==> src/rtl/fifo_pkg.sv <==
// Shared FIFO pointer helpers: address-width limits, pointer typedefs, Gray conversions.
// Pure declarations; no latency or flow control of its own.
package fifo_pkg;

    localparam int MIN_ADDRWIDTH = 2;
    localparam int MAX_ADDRWIDTH = 12;

    // Widest pointer/level any legal instance needs (one extra bit for wrap).
    typedef logic [MAX_ADDRWIDTH:0] ptr_max_t;
    typedef logic [MAX_ADDRWIDTH:0] level_max_t;

    function automatic int ptr_width(input int addrwidth);
        return addrwidth + 1;
    endfunction

    function automatic ptr_max_t bin2gray(input ptr_max_t b);
        return b ^ (b >> 1);
    endfunction

    function automatic ptr_max_t gray2bin(input ptr_max_t g);
        ptr_max_t b;
        logic     acc;
        b   = '0;
        acc = 1'b0;
        for (int i = MAX_ADDRWIDTH; i >= 0; i--) begin
            acc  = acc ^ g[i];
            b[i] = acc;
        end
        return b;
    endfunction

endpackage

==> src/rtl/gray2bin.sv <==
// Gray-to-binary converter (prefix XOR from the MSB down), shared by read and write sides.
// Purely combinational, zero latency; no flow control.
module gray2bin #(
    parameter int WIDTH = 5
) (
    input  logic [WIDTH-1:0] gray,
    output logic [WIDTH-1:0] bin
);

    logic acc;

    always_comb begin
        bin = '0;
        acc = 1'b0;
        for (int i = WIDTH - 1; i >= 0; i--) begin
            acc    = acc ^ gray[i];
            bin[i] = acc;
        end
    end

endmodule

==> src/rtl/rptr_level.sv <==
// Async-FIFO read pointer with empty/almost-empty/level flags and sticky underflow.
// Flags register one edge after the read or wptr change; reads while empty are dropped and flagged.
module rptr_level
    import fifo_pkg::*;
#(
    parameter int ADDRWIDTH = 4,
    parameter int AEMPTY_W  = ADDRWIDTH + 1
) (
    input  logic                 rclk,
    input  logic                 rrst_n,
    input  logic                 rinc,
    input  logic [ADDRWIDTH:0]   rq2_wptr,
    input  logic [AEMPTY_W-1:0]  aempty_thresh,
    input  logic                 uf_clr,
    output logic                 rempty,
    output logic                 raempty,
    output logic [ADDRWIDTH-1:0] raddr,
    output logic [ADDRWIDTH:0]   rptr,
    output logic [ADDRWIDTH:0]   rlevel,
    output logic                 runderflow
);

    localparam int PW = ADDRWIDTH + 1;
    localparam int CW = (AEMPTY_W > PW) ? AEMPTY_W : PW;

    generate
        if (ADDRWIDTH < MIN_ADDRWIDTH || ADDRWIDTH > MAX_ADDRWIDTH) begin : g_bad_addrwidth
            $error("rptr_level: ADDRWIDTH %0d outside legal range %0d..%0d",
                   ADDRWIDTH, MIN_ADDRWIDTH, MAX_ADDRWIDTH);
        end
    endgenerate

    logic [PW-1:0] rbin;
    logic [PW-1:0] rbinnext;
    logic [PW-1:0] rgraynext;
    logic [PW-1:0] wbin;
    logic [PW-1:0] level_next;
    logic [CW-1:0] level_ext;
    logic [CW-1:0] thresh_ext;
    logic          rd_en;
    logic          uf_evt;

    gray2bin #(
        .WIDTH (PW)
    ) u_wptr_g2b (
        .gray (rq2_wptr),
        .bin  (wbin)
    );

    // A read only advances when the FIFO is known non-empty.
    assign rd_en      = rinc & ~rempty;
    assign uf_evt     = rinc & rempty;
    assign rbinnext   = rbin + {{ADDRWIDTH{1'b0}}, rd_en};
    assign rgraynext  = (rbinnext >> 1) ^ rbinnext;
    assign level_next = wbin - rbinnext;
    assign level_ext  = CW'(level_next);
    assign thresh_ext = CW'(aempty_thresh);
    assign raddr      = rbin[ADDRWIDTH-1:0];

    always_ff @(posedge rclk) begin
        if (!rrst_n) begin
            rbin       <= '0;
            rptr       <= '0;
            rempty     <= 1'b1;
            raempty    <= 1'b1;
            rlevel     <= '0;
            runderflow <= 1'b0;
        end else begin
            rbin    <= rbinnext;
            rptr    <= rgraynext;
            rempty  <= (rgraynext == rq2_wptr);
            raempty <= (level_ext <= thresh_ext);
            rlevel  <= level_next;
            // A fresh underflow on the same edge beats a clear request.
            if (uf_evt) begin
                runderflow <= 1'b1;
            end else if (uf_clr) begin
                runderflow <= 1'b0;
            end
        end
    end

endmodule

==> config.mk <==
export PLATFORM = sky130hd
export DESIGN_NAME = rptr_level
export DESIGN_NICKNAME = d
export VERILOG_FILES = /design/src/rtl/fifo_pkg.sv /design/src/rtl/gray2bin.sv /design/src/rtl/rptr_level.sv
export SDC_FILE = /design/constraint.sdc
export NUM_CORES = 1
export LEC_CHECK = 0
export CORE_ASPECT_RATIO = 1.75
export CORE_MARGIN = 4
export CORE_UTILIZATION = 45
export DETAILED_ROUTE_END_ITERATION = 16
export PLACE_DENSITY = 0.85
export SLEW_MARGIN = 20
export SYNTH_ARGS = -nofsm -noshare
export SYNTH_HDL_FRONTEND = slang
export SYNTH_HIERARCHICAL = 1
export SYNTH_SLANG_ARGS = --single-unit
export TNS_END_PERCENT = 100
==> constraint.sdc <==
create_clock -name rclk -period 4 [get_ports rclk]
set_clock_uncertainty 0.15 [all_clocks]
set_input_delay 0.6 -clock rclk [delete_from_list [all_inputs] [get_ports rclk]]
set_output_delay 0.6 -clock rclk [all_outputs]
set_load 0.02 [all_outputs]
==> qor.yml, run 1 <==
status: "completed"
cts_tree: "done"
endpoint_kind: "register"
htree_levels: 1
arrival_ns: 3.65
syn_area_um2: 1070
cts_root_buffer: "clkbuf_8"
synthToLayoutAreaGrowth_pct: 33.9
p_per_area_nw_per_um2: 367
path_clk_slew_ns: 0.07
dp_hpwl_um: 2010
yosysWarnings: 6
vias_per_cell: 5.35
fmax_mhz: 276
slew_headroom: 0.634
wirelength_um: 2500
cp_slowest_stage_delay_ns: 0.57
cts_buffers: 3
nets: 166
overflow: 0
grt_pass1_wl_um: 4200
postCtsResizedCells: 0
cts_buffer_depth: 2
synthDistinctLibCells: 29
die_width_um: 44.9
start_kind: "input port"
p_leak_nw: 0.620
num_rows: 23
final_common_cell: "clkdlybuf4s50_1"
hold_violations: 0
period_minus_slack_ns: 3.63
r2r-end: "raempty"
period_share: 0.907
r2r-start: "rempty"
syn_nets: 133
grt_max_degree: 12
ctsHoldBuffers: 0
initial_core_util: 0.471
fillCellCount: 201
ys_seq_elements: 17
io_buffer_count: 30
avgSynthCellArea_um2: 9.73
hold_end: "runderflow"
ant_nets: 0
slew_viol_final: 0
post_cts.repair.setup_buffers: 0
first_pass_iters: 4
ir_drop_v: 0.000204
holdCritStartpoint: "runderflow"
cp_cell_sequence: "clkdlybuf4s50_1 > xor2_2 > xnor3_1 > inv_1 > ha_1 > nor2b_1 > o311ai_0 > a31oi_1 > a31oi_1 > ha_1 > o21a_1 > o21a_1 > o221ai_1"
final_core_util: 0.630
drive_gt1_frac: 0.0845
drc: 0
hold_class: "reg2reg"
die_y_um: 72.5
maxCapViolCount: 0
path_max_fanout: 4
setup_tns_ns: 0
critPathKind: "in2reg"
r2r_slack_ns: 1.00
tightestPinTransition_ns: 0.547
n_antenna_cell: 0
worstRegToRegCells: 10
holdPathStages: 2
ios: 31
ys_seq_area_frac: 0.318
grt_pass1_vias: 970
dr.first_iter.drc_count: 22
antenna_found_initial: 0
core_um2: 2270
vias: 894
syn_inst: 110
clkLatencyLatePin_ns: 0.25
gp_congestion: 0.922
critical_path_required_ns: 4.02
rsz0062_at_grt: "no"
grtUsageTotal: 0.176
finalPower_uw: 526
wire_per_inst_um: 15.0
final_cell_mix: "clkdlybuf4s50_1, dfxtp_1"
cts_sinks: 17
setup_violations: 0
die_area_um2: 3250
critical_path.slowest_cell: "clkdlybuf4s50_1"
layer usage:
metal	global-route usage	part of all wire	up-vias
li1	-	-	433
met1	0.173	0.33	408
met2	0.323	0.56	38
met3	0.0248	0.054	15
met4	0.114	0.051	0
met5	0	0	-
registers in the layout, summed over array words and instances, names as in the netlist:
name	flops
raempty	1
runderflow	1
rempty	1
rbin	4
rlevel	5
rptr	5
layout make-up:
class                      count  area [µm²]  share of cell area
timing repair buffer          31         308               0.215
inverter                       9        33.8              0.0236
clock inverter                 1        5.00             0.00349
tap                           25        31.3              0.0218
clock buffer                   3        41.3              0.0288
sequential                    17         340               0.238
multi-input combinational     81         673               0.470
cell usage after synthesis (all sizes together):
| master | number | area [µm²] |
|---|---|---|
| xnor3 | 2 | 45.0 |
| inv | 9 | 33.8 |
| and3b | 1 | 10.0 |
| o221ai | 1 | 8.76 |
| o21ai | 3 | 15.0 |
| o311ai | 2 | 17.5 |
| xor2 | 10 | 95.1 |
| or3 | 2 | 12.5 |
| ha | 9 | 113 |
| a31o | 1 | 8.76 |
| nand2 | 4 | 15.0 |
| xor3 | 1 | 23.8 |
| and2 | 6 | 38.8 |
| nand2b | 1 | 6.26 |
| nor2 | 8 | 30.0 |
| o21a | 3 | 22.5 |
| a2bb2oi | 1 | 8.76 |
| nor2b | 3 | 18.8 |
| a31oi | 2 | 12.5 |
| nand3 | 3 | 15.0 |
| dfxtp | 17 | 340 |
| buf | 3 | 22.5 |
| a311oi | 1 | 15.0 |
| nor3 | 3 | 15.0 |
| a21oi | 3 | 15.0 |
| xnor2 | 11 | 111 |
critical path: cells and delay by family:
family	cells	cell delay (ns)
buffers and inverters	2	0.63
adder cells (fa/ha/maj)	2	0.46
AND/OR/NAND/NOR	1	0.07
XOR/XNOR	2	0.69
AO/OA/AOI/OAI	6	1.19
worst max path at each step:
stage                 from       to  slack (ns)  depth (start not counted)
2_1_floorplan  rq2_wptr[3]  raempty        0.91                         13
3_3_place_gp   rq2_wptr[4]  raempty        0.24                         13
3_5_place_dp   rq2_wptr[4]  raempty        0.16                         13
4_1_cts        rq2_wptr[4]  raempty        0.39                         13
5_1_grt        rq2_wptr[4]  raempty         0.1                         13
6_report       rq2_wptr[4]  raempty        0.37                         13
power breakdown:
part,internal [mW],total (mW),switching [mW]
clock network,0.0690,0.127,0.0585
registers,0.185,0.191,0.00592
logic,0.102,0.208,0.106
through the flow:
| stage | instances | area [µm²] | hold WS [ns] | worst slack [ns] |
|---|---|---|---|---|
| after floorplan | 110 | 1070 | 0.392 | 0.909 |
| after global placement | 163 | 1390 | 0.309 | 0.242 |
| after detailed placement | 163 | 1390 | 0.318 | 0.159 |
| after CTS | 167 | 1430 | 0.330 | 0.385 |
| after global routing | 167 | 1430 | 0.339 | 0.0978 |
| final | 167 | 1430 | 0.328 | 0.373 |
kinds of logic (layout without fill, tap and decap cells):
kind of cell               after synthesis  after routing  synth area share
AOI/OAI and AO/OA                       17             17             0.116
xor gates and xnor gates                24             24             0.257
adders and majority gates                9              9             0.105
buffers and inverters                   12             44            0.0526
DFF                                     17             17             0.318
and+or+nand+nor                         31             31             0.151
Power figures use the tool's default switching activity.
==> run 2, diff against run 1 <==
--- a/config.mk
+++ b/config.mk
@@ -10,6 +10,7 @@
 export CORE_UTILIZATION = 45
 export DETAILED_ROUTE_END_ITERATION = 16
 export PLACE_DENSITY = 0.85
+export SETUP_SLACK_MARGIN = 0.5
 export SLEW_MARGIN = 20
 export SYNTH_ARGS = -nofsm -noshare
 export SYNTH_HDL_FRONTEND = slang
==> run 2 against run 1 <==
Effect of this change:
- final area is 3.2% higher
- core utilization is 2.0 points higher
- via count is 2.3% higher
- register-to-register slack better by 0.14 ns
- sequential cell count stayed put
- highest routed layer unchanged
- clock power hardly changed
- routed wire length is 5.2% higher
- global-route usage is 0.098 points higher
- critical path type unchanged
- combinational power is 3% higher
- count of clock-buffer cells in the layout stayed put
- critical endpoint unchanged
==> qor.yml, run 2 (synthesis results as in run 1) <==
status: "completed"
cts_buffers: 3
dp_cells: 163
cts_sinks: 17
switching_share: 0.326
critPathKind: "in2reg"
cp_cell_sequence: "clkdlybuf4s50_1 > xnor2_2 > xnor3_1 > inv_1 > ha_2 > inv_1 > ha_1 > a21oi_1 > xnor2_1 > ha_1 > o21a_1 > o21a_1 > o21a_1 > o221ai_1"
maxCapViolCount: 0
post_dp_cell_area_um2: 1390
drc: 0
path_max_fanout: 3
ios: 31
internal_power_uw: 360
nets: 167
ctsHoldBuffers: 0
start_kind: "input port"
wirelength_um: 2630
p_per_area_nw_per_um2: 361
setup_tns_ns: 0
final_common_cell: "clkdlybuf4s50_1"
core_um2: 2270
slew_headroom: 0.672
final_core_util: 0.651
timing.critical_path.mode_cell: "o21a_1"
num_rows: 23
critical_path_required_ns: 4.02
holdWs_ns: 0.331
holdCritStartpoint: "runderflow"
final_cells: 168
power_frac_seq: 0.357
period_share: 0.828
ant_nets: 0
grtUsageTotal: 0.177
post-place-ws_ns: 0.159
final_cell_mix: "clkdlybuf4s50_1, dfxtp_1, xor2_1, inv_1"
endpoint_kind: "register"
reg_top3: "rlevel: 5 flops, rptr: 5 flops, rbin: 4 flops"
hold_class: "reg2reg"
critical_path.slowest_cell: "clkdlybuf4s50_1"
slew_viol_final: 0
rsz0062_at_grt: "no"
switchingPower_uw: 174
drive_gt1_frac: 0.119
antenna_found_initial: 0
gp_congestion: 0.922
overflow: 0
die_width_um: 44.9
period_minus_slack_ns: 3.31
arrival_ns: 3.33
finalWorstSetupSlack_ns: 0.687
crit_path_start: "rq2_wptr[1]"
setup_violations: 0
cts_tree: "done"
die_y_um: 72.5
dp_hpwl_um: 2010
grt_pass1_vias: 989
cts_root_buffer: "clkbuf_8"
grt_pass1_wl_um: 4230
r2r-start: "rempty"
cp_slowest_stage_delay_ns: 0.49
clkLatencyLatePin_ns: 0.25
cts_buffer_depth: 2
synthToLayoutAreaGrowth_pct: 38.2
p_leak_nw: 0.666
stdcell_area_um2: 1480
dr.first_iter.drc_count: 16
die_area_um2: 3250
p_clk_frac: 0.240
io_buffer_count: 30
tightestPinTransition_ns: 0.490
hold_violations: 0
vias_per_cell: 5.45
n_antenna_cell: 0
finalPower_uw: 535
grt_max_degree: 12
vias: 915
fmax_mhz: 302
pwr-share-comb: 0.403
path_clk_slew_ns: 0.07
initial_core_util: 0.471
ir_drop_v: 0.000191
htree_levels: 1
first_pass_iters: 6
wire_per_inst_um: 15.7
[run 2: cell count changes in the layout (fill, tap and decap cells not counted), sizes merged]
cell and delta:
dlymetal6s2s +3, buf +1, clkdlybuf4s50 -3
[run 2: layout make-up]
type | count | area, µm²
fillers | 185 | 795
flip-flops and latches | 17 | 340
repair buffers | 32 | 323
inverters | 9 | 33.8
well taps | 25 | 31.3
clock inverters | 1 | 5.00
multi-input cells | 81 | 704
clock buffers | 3 | 41.3
[run 2: metal layers]
layer  track usage  vias up  wire length [µm]
met4         0.124        0               167
met2         0.323       42              1420
met3        0.0248       16               127
li1              -      436                 -
met1         0.172      421               915
met5             0        -                 0
[run 2: worst paths after layout]
check | slack, ns | depth (start not counted) | end
max | 0.69 | 14 | raempty
min | 0.33 | 2 | runderflow
max reg2reg | 1.14 | 11 | raempty
min reg2reg | 0.33 | 2 | runderflow
[run 2: power by group through the flow]
| stage | combinational [mW] | sequential [mW] | clock, mW |
|---|---|---|---|
| CTS | 0.209 | 0.191 | 0.131 |
| global route | 0.234 | 0.193 | 0.142 |
| finish | 0.215 | 0.191 | 0.128 |
| detailed placement | 0.206 | 0.195 | 0 |
| floorplan | 0.114 | 0.215 | 0 |
| global placement | 0.195 | 0.194 | 0 |
[run 2: worst max-delay path, delay by kind of cell]
kind	cells	cell delay [ns]
xor+xnor	3	0.66
fa+ha+maj	3	0.68
buf+inv	3	0.61
compound gates	5	0.77
[run 2: what timing repair did]
action | 4_1_cts | 5_1_grt
buffers inserted | 1 | 0
pin swaps | 1 | 3
setup endpoints to repair | 1 | 1
resized for setup | 0 | 11
